### src/rtl/ps2_key_pkg.sv
`default_nettype none
// ============================================================================
//  Module      : ps2_key_pkg
//  Description : Shared scan-code constants, decoder state encoding and a
//                small classification helper for the PS/2 key decoder.
//  Revision    : 1.0 - initial release
// ============================================================================
package ps2_key_pkg;

  localparam logic [7:0] SC_BREAK = 8'hF0;  // break (key-up) prefix
  localparam logic [7:0] SC_EXT   = 8'hE0;  // extended-code prefix
  localparam logic [7:0] SC_BAT   = 8'hAA;  // keyboard self-test passed
  localparam logic [7:0] SC_ERR0  = 8'h00;  // keyboard buffer overrun / error
  localparam logic [7:0] SC_ERR1  = 8'hFF;  // keyboard buffer overrun / error

  typedef enum logic [1:0] {
    ST_IDLE    = 2'd0,
    ST_BRK     = 2'd1,
    ST_EXT     = 2'd2,
    ST_EXT_BRK = 2'd3
  } state_e;

  // Overrun/error bytes abort any pending prefix and are otherwise ignored.
  function automatic logic is_err_code(input logic [7:0] b);
    return (b == SC_ERR0) || (b == SC_ERR1);
  endfunction

endpackage : ps2_key_pkg
`default_nettype wire

### src/rtl/ps2_key_slot.sv
`default_nettype none
// ============================================================================
//  Module      : ps2_key_slot
//  Description : Per-key held/press/release tracker. One instance per decoded
//                key; all outputs registered.
//  Ports       : clk_i       - system clock
//                rst_ni      - asynchronous active-low reset
//                match_i     - current byte matches this key (incl. ext flag)
//                make_i      - current byte is a make code
//                break_i     - current byte is a break code
//                bat_i       - keyboard self-test byte: force release
//                held_n_o    - 0 while key is held
//                press_o     - one-cycle pulse on first make
//                release_o   - one-cycle pulse on release of a held key
//  Revision    : 1.0 - initial release
// ============================================================================
module ps2_key_slot (
  input  logic clk_i,
  input  logic rst_ni,
  input  logic match_i,
  input  logic make_i,
  input  logic break_i,
  input  logic bat_i,
  output logic held_n_o,
  output logic press_o,
  output logic release_o
);

  logic held_n_q, held_n_d;
  logic press_q, press_d;
  logic release_q, release_d;

  always_comb begin
    held_n_d  = held_n_q;
    press_d   = 1'b0;
    release_d = 1'b0;
    if (bat_i) begin
      // Keyboard restarted: whatever was held is now up.
      if (!held_n_q) begin
        held_n_d  = 1'b1;
        release_d = 1'b1;
      end
    end else if (match_i && make_i) begin
      // Typematic repeats arrive while already held and are swallowed here.
      if (held_n_q) begin
        held_n_d = 1'b0;
        press_d  = 1'b1;
      end
    end else if (match_i && break_i) begin
      if (!held_n_q) begin
        held_n_d  = 1'b1;
        release_d = 1'b1;
      end
    end
  end

  always_ff @(posedge clk_i or negedge rst_ni) begin
    if (!rst_ni) begin
      held_n_q  <= 1'b1;
      press_q   <= 1'b0;
      release_q <= 1'b0;
    end else begin
      held_n_q  <= held_n_d;
      press_q   <= press_d;
      release_q <= release_d;
    end
  end

  assign held_n_o  = held_n_q;
  assign press_o   = press_q;
  assign release_o = release_q;

endmodule : ps2_key_slot
`default_nettype wire

### src/rtl/ps2_key_decoder.sv
`default_nettype none
// ============================================================================
//  Module      : ps2_key_decoder
//  Description : PS/2 scan-code decoder for NUM_KEYS configurable keys. Parses
//                F0/E0 prefixes, suppresses typematic repeats, drops a stale
//                prefix after TIMEOUT_CYCLES and recovers on keyboard BAT (AA).
//  Options     : define KEYDEC_EXTENDED_EN to decode E0-prefixed keys selected
//                by KEY_EXT; otherwise the byte after E0 is discarded.
//  Ports       : CLOCK_50       - system clock
//                resetn         - asynchronous active-low reset
//                rx_data        - byte from PS2_Controller
//                rx_valid       - one-cycle strobe qualifying rx_data
//                key_held_n     - per key, 0 while held
//                key_press      - per key, one-cycle pulse on first make
//                key_release    - per key, one-cycle pulse on break of held key
//                kbd_reset_seen - one-cycle pulse on 0xAA
//  Revision    : 1.0 - initial release
// ============================================================================
module ps2_key_decoder #(
  parameter int                      NUM_KEYS       = 4,
  parameter logic [NUM_KEYS*8-1:0]   KEY_CODES      = {8'h2B, 8'h23, 8'h1B, 8'h1C},
  parameter logic [NUM_KEYS-1:0]     KEY_EXT        = '0,
  parameter int                      TIMEOUT_CYCLES = 2500000
) (
  input  logic                CLOCK_50,
  input  logic                resetn,
  input  logic [7:0]          rx_data,
  input  logic                rx_valid,
  output logic [NUM_KEYS-1:0] key_held_n,
  output logic [NUM_KEYS-1:0] key_press,
  output logic [NUM_KEYS-1:0] key_release,
  output logic                kbd_reset_seen
);

  import ps2_key_pkg::*;

  localparam int CNT_W = (TIMEOUT_CYCLES > 1) ? $clog2(TIMEOUT_CYCLES) : 1;
  localparam logic [CNT_W-1:0] c_CNT_MAX = CNT_W'(TIMEOUT_CYCLES - 1);

`ifdef KEYDEC_EXTENDED_EN
  localparam logic c_EXT_EN = 1'b1;
`else
  localparam logic c_EXT_EN = 1'b0;
`endif

  // With extended decoding off every key is treated as a plain key; the
  // extended path never issues make/break strobes, so no aliasing occurs.
  localparam logic [NUM_KEYS-1:0] c_KEY_EXT_EFF = KEY_EXT & {NUM_KEYS{c_EXT_EN}};

  state_e           state_q, state_d;
  logic [CNT_W-1:0] cnt_q, cnt_d;
  logic             bat_seen_q;

  logic             w_make;
  logic             w_break;
  logic             w_ext_sel;
  logic             w_bat;
  logic [NUM_KEYS-1:0] w_match;

  always_comb begin
    state_d   = state_q;
    cnt_d     = cnt_q;
    w_make    = 1'b0;
    w_break   = 1'b0;
    w_ext_sel = 1'b0;
    w_bat     = 1'b0;
    if (rx_valid) begin
      // A byte always beats the timeout, even on the expiry cycle.
      cnt_d = '0;
      if (rx_data == SC_BAT) begin
        w_bat   = 1'b1;
        state_d = ST_IDLE;
      end else if (is_err_code(rx_data)) begin
        state_d = ST_IDLE;
      end else begin
        unique case (state_q)
          ST_IDLE: begin
            if (rx_data == SC_BREAK)    state_d = ST_BRK;
            else if (rx_data == SC_EXT) state_d = ST_EXT;
            else                        w_make  = 1'b1;
          end
          ST_BRK: begin
            w_break = 1'b1;
            state_d = ST_IDLE;
          end
          ST_EXT: begin
            if (rx_data == SC_BREAK) begin
              state_d = ST_EXT_BRK;
            end else begin
              w_make    = c_EXT_EN;
              w_ext_sel = 1'b1;
              state_d   = ST_IDLE;
            end
          end
          ST_EXT_BRK: begin
            w_break   = c_EXT_EN;
            w_ext_sel = 1'b1;
            state_d   = ST_IDLE;
          end
          default: state_d = ST_IDLE;
        endcase
      end
    end else if (state_q != ST_IDLE) begin
      // Counter holds at its maximum; the state falls back to IDLE there.
      if (cnt_q == c_CNT_MAX) state_d = ST_IDLE;
      else                    cnt_d   = cnt_q + CNT_W'(1);
    end
  end

  always_ff @(posedge CLOCK_50 or negedge resetn) begin
    if (!resetn) begin
      state_q    <= ST_IDLE;
      cnt_q      <= '0;
      bat_seen_q <= 1'b0;
    end else begin
      state_q    <= state_d;
      cnt_q      <= cnt_d;
      bat_seen_q <= w_bat;
    end
  end

  assign kbd_reset_seen = bat_seen_q;

  for (genvar i = 0; i < NUM_KEYS; i++) begin : g_slot
    assign w_match[i] = (KEY_CODES[8*i +: 8] == rx_data) &&
                        (c_KEY_EXT_EFF[i] == w_ext_sel);

    ps2_key_slot u_slot (
      .clk_i     (CLOCK_50),
      .rst_ni    (resetn),
      .match_i   (w_match[i]),
      .make_i    (w_make),
      .break_i   (w_break),
      .bat_i     (w_bat),
      .held_n_o  (key_held_n[i]),
      .press_o   (key_press[i]),
      .release_o (key_release[i])
    );
  end

endmodule : ps2_key_decoder
`default_nettype wire

### config.mk
export PLATFORM = sky130hd
export DESIGN_NAME = ps2_key_decoder
export DESIGN_NICKNAME = d
export VERILOG_FILES = /design/src/rtl/ps2_key_pkg.sv /design/src/rtl/ps2_key_slot.sv /design/src/rtl/ps2_key_decoder.sv
export SDC_FILE = /design/constraint.sdc
export NUM_CORES = 1
export LEC_CHECK = 0
export ABC_CLOCK_PERIOD_IN_PS = 2990
export CAP_MARGIN = 0
export CORE_MARGIN = 4
export CORE_UTILIZATION = 50
export CTS_CLUSTER_DIAMETER = 120
export DETAILED_ROUTE_END_ITERATION = 10
export GPL_TIMING_DRIVEN = 1
export PLACE_DENSITY = 0.75
export SETUP_SLACK_MARGIN = 0.3
export SLEW_MARGIN = 20
export SYNTH_ARGS = -nofsm -noshare
export SYNTH_HDL_FRONTEND = slang
export SYNTH_SLANG_ARGS = --single-unit
### constraint.sdc
create_clock -name CLOCK_50 -period 2.99 [get_ports CLOCK_50]
set_input_delay 0.7475 -clock CLOCK_50 [delete_from_list [all_inputs] [get_ports CLOCK_50]]
set_output_delay 0.7475 -clock CLOCK_50 [all_outputs]
set_load 0.005 [all_outputs]
# Yosys cells after proc, flatten, opt, wreduce, memory -nomap -nowiden
# Index checks and enable logic that the tools add are counted.
totals:
  ff_bits: 37
  in_bits: 11
  out_inout_bits: 13
op_classes:
  n_addsub: 1
  n_eq_ne: 14
  mux: 69
  bitwise: 1
  reduce_logical: 25
op_table:
  columns: ["cell", "count"]
  rows:
  - ["$mux W22", 3]
  - ["$mux W1", 56]
  - ["$eq A8 B8 Y1 const B", 4]
  - ["$add A22 B1 Y22 const B", 1]
  - ["$eq A22 B22 Y1 const B", 1]
  - ["$eq A5 B8 Y1 const A", 2]
  - ["$eq A6 B8 Y1 const A", 2]
  - ["$mux W2", 8]
  - ["$logic_and A1 B1 Y1", 12]
  - ["$reduce_bool A3 Y1", 4]
  - ["$logic_not A8 Y1", 1]
  - ["$ne A6 B6 Y1 const B", 1]
  - ["$pmux W2 S3", 1]
  - ["$reduce_bool A2 Y1", 3]
  - ["$eq A2 B2 Y1 const B", 2]
  - ["$reduce_and A3 Y1", 1]
  - ["$eq A2 B1 Y1 const B", 1]
  - ["$logic_not A2 Y1", 1]
  - ["$ne A2 B2 Y1 const B", 1]
  - ["$pmux W1 S2", 1]
  - ["$reduce_and A2 Y1", 1]
  - ["$reduce_or A2 Y1", 1]
  - ["$logic_or A1 B1 Y1", 1]
  - ["$not A1 Y1", 1]

# Longest topological paths before layout
# Gate-level depths: netlist of the first run.
depth:
  depth_word: 12
  depth_mapped: 7
  mapped_depth_nobuf: 6

# Cells and area by module
# A second synthesis of the first run with hierarchy kept.
hier_totals:
  cells_unflattened: 187
  hier_area_um2: 1966.9
by_module_without_submodules:
  columns: ["mod", "instances", "cells_per_inst", "area_each_um2", "seq_area_each_um2"]
  rows:
  - ["ps2_key_decoder", 1, 151, 1501.4, 625.6]
  - ["ps2_key_slot", 4, 9, 116.4, 76.3]

# Worst setup path after synthesis of the first run
# OpenSTA, ideal clock, no wires.
synth_path:
  path_type: "input to register"
  startpoint: "input rx_data[0]"
  endpoint: "register g_slot[2].u_slot.held_n_q"
  arrival_ns: 2.011
  required_time_ns: 2.913
  slack_ns: 0.902
  path_stages: 5
  n_path_buf: 0
  cell_sequence: "or4_4 > a21oi_4 > and4b_4 > a21oi_2 > a21bo_1"
synth_via:
  elab_chain_cells: 11
synth_lines:
  columns: ["item", "line", "source"]
  rows:
  - ["start, declared", "ps2_key_decoder.sv:27", "input logic [7:0] rx_data,"]
  - ["$eq A8 B8 Y1", "ps2_key_decoder.sv:78, ps2_key_decoder.sv:87", null]
  - ["$mux W1", "ps2_key_decoder.sv:87", "if (rx_data == SC_BREAK) begin"]
  - ["$pmux W1 S2", "ps2_key_decoder.sv:76", "unique case (state_q)"]
  - ["$mux W1", "ps2_key_decoder.sv:73", "end else if (is_err_code(rx_data)) begin"]
  - ["$mux W1", "ps2_key_decoder.sv:70", "if (rx_data == SC_BAT) begin"]
  - ["$mux W1", "ps2_key_decoder.sv:67", "if (rx_valid) begin"]
  - ["$not A1 Y1", "ps2_key_decoder.sv:126", "(c_KEY_EXT_EFF[i] == w_ext_sel);"]
  - ["$logic_and A1 B1 Y1", "ps2_key_decoder.sv:125", "assign w_match[i] = (KEY_CODES[8*i +: 8] == rx_data) &&"]
  - ["$logic_and A1 B1 Y1", "ps2_key_slot.sv:43", "end else if (match_i && make_i) begin"]
  - ["$mux W1", "ps2_key_slot.sv:43", null]
  - ["$mux W1", "ps2_key_slot.sv:37", "if (bat_i) begin"]
  - ["end signal, assigned", "ps2_key_slot.sv:63", "held_n_q <= held_n_d;"]
  - ["end, declared", "ps2_key_slot.sv:29", "logic held_n_q, held_n_d;"]
# Parallel ways exist; a longest one is shown, timed or not.
# A chain may end at the register's enable or synchronous reset.

# Worst setup path after layout of the first run
layout_path:
  startpoint: "input rx_data[0]"
  endpoint: "register g_slot[0].u_slot.held_n_q"
layout_via:
  elab_chain_cells: 11
layout_lines:
  columns: ["item", "line"]
  rows:
  - ["$eq A8 B8 Y1", "ps2_key_decoder.sv:78, ps2_key_decoder.sv:87"]
  - ["$mux W1", "ps2_key_decoder.sv:87"]
  - ["$pmux W1 S2", "ps2_key_decoder.sv:76"]
  - ["$mux W1", "ps2_key_decoder.sv:73"]
  - ["$mux W1", "ps2_key_decoder.sv:70"]
  - ["$mux W1", "ps2_key_decoder.sv:67"]
  - ["$not A1 Y1", "ps2_key_decoder.sv:126"]
  - ["$logic_and A1 B1 Y1", "ps2_key_decoder.sv:125"]
  - ["$logic_and A1 B1 Y1", "ps2_key_slot.sv:43"]
  - ["$mux W1", "ps2_key_slot.sv:43"]
  - ["$mux W1", "ps2_key_slot.sv:37"]
  - ["end signal, assigned", "ps2_key_slot.sv:63"]
  - ["end, declared", "ps2_key_slot.sv:29"]
# Parallel ways exist; a longest one is shown, timed or not.

==> summary.md, run 1 <==
| Metric | Value |
|---|---|
| Register Area | 930.9 µm² |
| Worst endpoint required time | 3.18 ns |
| ANT cells | 0 |
| Port bufs | 23 |
| Largest net degree at the start of global routing | 38 |
| Worst-path clk slew | 0.07 ns |
| First-pass iteration count of the detailed router | 4 |
| Largest family of logic cells by synthesized area | simple AND/OR/NAND/NOR gates |
| Pleak | 0.9532 nW |
| Post-CTS sizing | 0 |
| CP startpoint | rx_data[0] |
| Min Clock Period, post-route | 2.408 ns |
| Post-synth EDFFs | 0 |
| Type of the worst setup path | primary input to flip-flop |
| Fraction of the yosys area taken by sequential cells | 0.4760 |
| Starting Density | 0.5263 |
| Setup bufs post-CTS | 0 |
| Max clock buf depth | 2 |
| Synth top area share | 0.4223 |
| CTS tree | done |
| # fillers | 316 |
| Pwr Density | 405.6 nW/µm² |
| Fin. Hold Viols | 0 |
| Reg-to-Reg End | cnt_q[1]$_DFFE_PN0P_ |
| Chip width | 70.54 µm |
| Vias per cell | 5.502 |
| Post-synthesis mux area share | 0.01024 |
| Run status | finished, final reports clean |
| Async SR Flop Fraction | 1.000 |
| Max_slew headroom | 0.6340 |
| Worst clock skew | 0.001434 ns |
| Simple-gate share of the synthesized area | 0.2885 |
| Maximum fanout along the worst path | 5 |
| Area grow syn2layout | 14.20% |
| Worst hold endpoint | g_slot[1].u_slot.release_o$_DFF_PN0_ |
| Final Wtd Congestion | 0.8112 |
| Fraction of layout cells with a size suffix above 1 | 0.1033 |
| Synth Area in XOR/XNOR | 0.07614 |
| Post-synthesis compound-gate area fraction | 0.07678 |
| Min-Delay Path Depth | 1 |
| Final ANT Viol Nets | 0 |
| Fmax | 0.4152 GHz |
| Total Routing Usage GR | 0.1569 |
| CTS root buffer | clkbuf_8 |
| Synth top area cells | dfrtp_1, xor2_1, dfstp_2 |
| R2R Setup Slk | 0.93 ns |
| YS warnings | 0 |
| Hold crit path type | flip-flop to flip-flop |
| Max VDD drop | 0.2769 mV |
| DR iter-0 viols | 46 |
| # DRC | 0 |
| Worst Tran Pin Value | 0.5460 ns |
| Setup Viol. Count Final | 0 |
| Multi-input gate area | 902.1 µm² |
| Clk_lat worst skew | 0.29 ns |
| Register bit total from synthesis | 37 |
| CP Cell Sequence | clkdlybuf4s50_1, or4_4, a21oi_4, and4b_4, a21oi_1, a22oi_1 |
| Core Region | 3716 µm² |
| Fin nets | 224 |
| I/O Pins | 24 |
| Reg-to-reg critical path startpoint | cnt_q[11]$_DFFE_PN0P_ |
| Area of the mapped netlist | 1956 µm² |
| Vias in the first global route | 1,364 |
| Max incr delay on CP | 0.61 ns |
| Setup TNS | 0 ns |
| Crit start category | primary input |
| Hpwl dp | 2703 µm |
| CTS buffer count | 5 |
| CP Capture Type | flip-flop |
| Final WL | 3655 µm |
| Synth cell count leaders | dfrtp_1, nor2_1, xor2_1 |
| Area after DPL | 2147 µm² |
| Final Instance Area | 2233 µm² |
| Site row count | 22 |
| Cells after Synth | 196 |
| Synth Area in Adders | 0.006398 |
| Start point of the worst min-delay path | g_slot[1].u_slot.held_n_o$_DFFE_PN1P_ |
| Max_cap viols | 0 |
| Final Cycle Share | 0.8054 |
| Vias | 1,436 |
| Chip height | 70.54 µm |
| Post-synth top area cell | dfrtp_1 |
| Arrival time of the worst setup path | 2.60 ns |
| Hold_buf cts | 0 |
| First-pass GRT wire length | 6258 µm |
| Netlist cell types | 44 |
| R2r worst-path depth | 5 |
| Die area | 4976 µm² |
| CTS H-tree depth | 2 |
| Drt wl/cell | 14.00 µm |
| Most frequent cell after synthesis | dfrtp_1 |
| Top_reg_cell synth | dfrtp_1 |
| Slew Limit Fails | 0 |
| GRT overflow | 0 |
| Syn Nets | 208 |
| Avg Inst Size Synth | 9.978 µm² |
| Worst path slowest cell | or4_4 |
| Initial antenna violation count | 0 |
| RSZ-0062 raised after global routing | false |
| Sink Count | 37 |
## final cells by class
| cell class | count | area share |
|---|---|---|
| clock buffer | 8 | 0.03585 |
| tap | 48 | 0.02689 |
| timing repair buffer | 25 | 0.1098 |
| inverter | 4 | 0.006723 |
| sequential | 37 | 0.4168 |
| multi-input combinational | 139 | 0.4039 |
## per-layer routing
metal	vias to the layer above	GRT usage	part of all wire
li1	713	-	-
met1	691	0.1956	0.43
met2	26	0.2588	0.51
met3	6	0.03977	0.043
met4	0	0.06889	0.018
met5	-	0	0
## power by group
part           switching, W  leakage [nW]  internal [W]
clock network      0.000163        0.0395      0.000165
logic             0.0000342         0.411     0.0000291
registers        0.00000468         0.503      0.000509
total              0.000202         0.953      0.000703
## sequential cells by signal, indices dropped and copies added, names as in the netlist
register                 count
cnt_q                       22
g_slot.u_slot.held_n_o       4
g_slot.u_slot.press_o        4
g_slot.u_slot.release_o      4
kbd_reset_seen               1
state_q                      2
## cells by family after synthesis
| group | count (synthesis) |
|---|---|
| compound gates | 21 |
| xor+xnor | 17 |
| mux | 2 |
| flops | 37 |
| fa+ha+maj | 1 |
| buf+inv | 20 |
| simple gates | 98 |
## stage by stage
step           hold WS [ns]    util  instances  total power (W)  setup slack (ns)
2_1_floorplan        0.4519       -        196        0.0005491            0.9020
5_1_grt              0.5302  0.6010        261        0.0009478            0.4951
4_1_cts              0.5125  0.5993        261        0.0009178            0.5008
3_5_place_dp         0.4969  0.5778        253        0.0005868            0.1992
6_report             0.5082  0.6010        261        0.0009058            0.5817
3_3_place_gp         0.4879  0.5778        253        0.0005841            0.3675
## critical path: cells and delay by family
family	cells	cell delay, ns
and+or+nand+nor	2	0.86
AOI/OAI and AO/OA	3	0.51
buffers and inverters	1	0.49
## cell usage in the layout, fill, tap and decap left out, types with 2 or more instances in the layout
master            n
nand2_1          13
xor2_1           15
a21oi_1           8
nor3_1            3
clkbuf_8          5
a21oi_2           2
nor4_1            3
buf_4             2
o21ai_1           2
mux2i_1           2
a21o_1            2
and3_1            7
dfstp_2           4
a21bo_1           2
clkbuf_1          3
clkdlybuf4s50_1  23
nor3_2            2
or3_1             3
inv_1             4
dfrtp_1          33
xnor2_1           2
nand3_1          10
nor2_1           28
or4b_1            3
nand4_1          10
nor4b_1           3
## worst max-delay path by stage
| stage | endpoint | slack [ns] | cells past startpoint |
|---|---|---|---|
| global route | g_slot[0].u_slot.held_n_o$_DFFE_PN1P_ | 0.50 | 6 |
| floorplan | g_slot[2].u_slot.held_n_o$_DFFE_PN1P_ | 0.90 | 5 |
| global placement | g_slot[0].u_slot.held_n_o$_DFFE_PN1P_ | 0.37 | 6 |
| detailed placement | g_slot[0].u_slot.held_n_o$_DFFE_PN1P_ | 0.20 | 6 |
| CTS | g_slot[0].u_slot.held_n_o$_DFFE_PN1P_ | 0.50 | 6 |
| finish | g_slot[0].u_slot.held_n_o$_DFFE_PN1P_ | 0.58 | 6 |
(Power assumes the default switching activity.)
==> inputs of run 2 (changes only) <==
- ABC_CLOCK_PERIOD_IN_PS: 2990 -> 2500
- clock period: 2.99 -> 2.5 ns (I/O delays scaled with it)
==> summary.md, run 2 (synthesis gave the netlist of run 1 again) <==
| Metric | Value |
|---|---|
| Crit start category | primary input |
| Chip height | 70.54 µm |
| R2r worst-path depth | 5 |
| Max VDD drop | 0.2769 mV |
| Largest register by flop count | cnt_q |
| Tot Pwr | 0.001229 W |
| First-pass GRT wire length | 6934 µm |
| Worst-path clk slew | 0.07 ns |
| Min Clock Period, post-route | 2.161 ns |
| CP Capture Type | flip-flop |
| Total Routing Usage GR | 0.1730 |
| CTS buffer count | 5 |
| Die area | 4976 µm² |
| Drt wl/cell | 15.61 µm |
| Clk_lat worst skew | 0.29 ns |
| Worst endpoint required time | 2.72 ns |
| Maximum fanout along the worst path | 5 |
| Clk pwr share | 0.427 |
| Commonest non-fill, non-tap cells in the layout | dfrtp_1, nor2_1, clkdlybuf4s50_1 |
| Logic pwr share | 0.073 |
| Vias per cell | 5.664 |
| Met1 WL | 1728 µm |
| Sw Pwr | 0.0002543 W |
| Start point of the worst min-delay path | g_slot[0].u_slot.held_n_o$_DFFE_PN1P_ |
| Starting Density | 0.5263 |
| Worst clock skew | 0.005580 ns |
| Max_cap viols | 0 |
| Hpwl dp | 2926 µm |
| Pwr Density | 512.3 nW/µm² |
| Vias | 1,535 |
| Sink Count | 37 |
| Pleak | 1.085 nW |
| Port bufs | 23 |
| Hold crit path type | flip-flop to flip-flop |
| Worst Tran Pin Value | 0.5315 ns |
| Chip width | 70.54 µm |
| Met3 WL | 166 µm |
| Reg-to-reg critical path startpoint | cnt_q[11]$_DFFE_PN0P_ |
| Core Region | 3716 µm² |
| Area grow syn2layout | 22.71% |
| Final Wtd Congestion | 0.8394 |
| Commonest non-fill, non-tap cell in the layout | dfrtp_1 |
| Slew Limit Fails | 0 |
| RSZ-0062 raised after global routing | false |
| Initial antenna violation count | 0 |
| CP Cell Sequence | clkdlybuf4s50_1, buf_4, nand4_1, a21oi_4, and4b_4, a21oi_2, a21bo_1 |
| Worst hold endpoint | g_slot[0].u_slot.held_n_o$_DFFE_PN1P_ |
| Worst path slowest cell | clkdlybuf4s50_1 |
| Reg-to-Reg End | cnt_q[1]$_DFFE_PN0P_ |
| Internal Pwr Total | 0.0009750 W |
| Hold_buf cts | 0 |
| # DRC | 0 |
| DR iter-0 viols | 60 |
| Final ANT Viol Nets | 0 |
| GRT overflow | 0 |
| Largest net degree at the start of global routing | 38 |
| Site row count | 22 |
| Register share of total power | 0.500 |
| Top sig layer | met4 |
| Fraction of layout cells with a size suffix above 1 | 0.1704 |
| CTS tree | done |
| Met2 wire len | 2226 µm |
| Type of the worst setup path | primary input to flip-flop |
| CTS H-tree depth | 2 |
| Max incr delay on CP | 0.55 ns |
| CTS root buffer | clkbuf_8 |
| First-pass iteration count of the detailed router | 5 |
| Fmax | 0.4628 GHz |
| Final Cycle Share | 0.8643 |
| Final core occ | 0.6458 |
| Fin nets | 234 |
| Vias in the first global route | 1,572 |
| Setup Viol. Count Final | 0 |
| Run status | finished, final reports clean |
| Switching share of power | 0.2068 |
| I/O Pins | 24 |
| Hold Slack | 0.5023 ns |
| Largest register FFs | 22 |
| Final WL | 4230 µm |
| Min-Delay Path Depth | 2 |
| Fin. Hold Viols | 0 |
| Max clock buf depth | 2 |
| ANT cells | 0 |
| Max_slew headroom | 0.6437 |
| Arrival time of the worst setup path | 2.38 ns |
| R2R Setup Slk | 0.46 ns |
==> run 2: changes by cell type in the layout (fill, tap and decap cells not counted) <==
cell,change
nor4_1,-2
nor4b_1,-2
clkdlybuf4s50_1,-6
buf_4,+10
nor3b_4,+1
clkbuf_1,-2
nor4_4,+1
nor4b_2,+2
dlymetal6s2s_1,+6
clkbuf_8,+1
nor3b_2,-1
nor4_2,+1
bufinv_16,+1
==> run 2: how the worst max path moves through the flow <==
stage | startpoint | to | slack, ns
floorplan | rx_data[0] | g_slot[2].u_slot.held_n_o$_DFFE_PN1P_ | 0.53
global placement | rx_data[0] | g_slot[2].u_slot.held_n_o$_DFFE_PN1P_ | 0.03
detailed placement | rx_data[0] | g_slot[1].u_slot.held_n_o$_DFFE_PN1P_ | -0.04
CTS | rx_data[0] | state_q[1]$_DFFE_PN0P_ | 0.30
global route | rx_data[3] | g_slot[2].u_slot.held_n_o$_DFFE_PN1P_ | 0.30
finish | rx_data[3] | g_slot[1].u_slot.held_n_o$_DFFE_PN1P_ | 0.34
==> run 2: metrics by stage <==
stage	setup TNS, ns	std cells	area [µm²]	setup WS, ns
2_1_floorplan	0	196	1956	0.5345
3_3_place_gp	0	261	2207	0.03056
3_5_place_dp	-0.08841	261	2207	-0.03631
4_1_cts	0	270	2331	0.3027
5_1_grt	0	271	2400	0.2980
6_report	0	271	2400	0.3393
==> run 2: layer usage <==
layer,vias up,global-route usage
met3,13,0.05114
met5,-,0
met4,0,0.07516
met2,37,0.3025
met1,753,0.1960
li1,732,-
==> run 2: critical path, delay by kind of cell <==
family,cells,cell delay (ns)
buf+inv,2,0.72
compound gates,3,0.56
simple gates,2,0.47
==> run 2: layout make-up <==
cell class | instances | area [µm²]
clock buffers | 7 | 86.33
clock inverters | 1 | 30.03
fillers | 308 | 1316
inverters | 4 | 15.01
multi-input cells | 139 | 942.2
flip-flops and latches | 37 | 930.9
well taps | 48 | 60.06
repair buffers | 35 | 335.3
==> run 2: power by group through the flow <==
stage                     Clock [W]  Combinational, W  Sequential, W
final                      0.000525         0.0000898       0.000614
after global routing       0.000567         0.0000978       0.000616
after CTS                  0.000539         0.0000833       0.000614
after detailed placement          0         0.0000825       0.000626
after global placement            0         0.0000792       0.000625
after floorplan                   0         0.0000329       0.000624
==> run 2: timing repair <==
item / CTS / global route
endpoints found under the setup margin: 4 / 9
endpoints found under the hold margin: 0 / 0
pin swaps: 1 / 1
buffers inserted: 1 / 1
gates resized for setup: 0 / 13
==> inputs of run 3 (changes only) <==
- CAP_MARGIN: 0 -> default
==> results of run 3 <==
No change in the layout: final DEF, timing and power equal those of run 2.
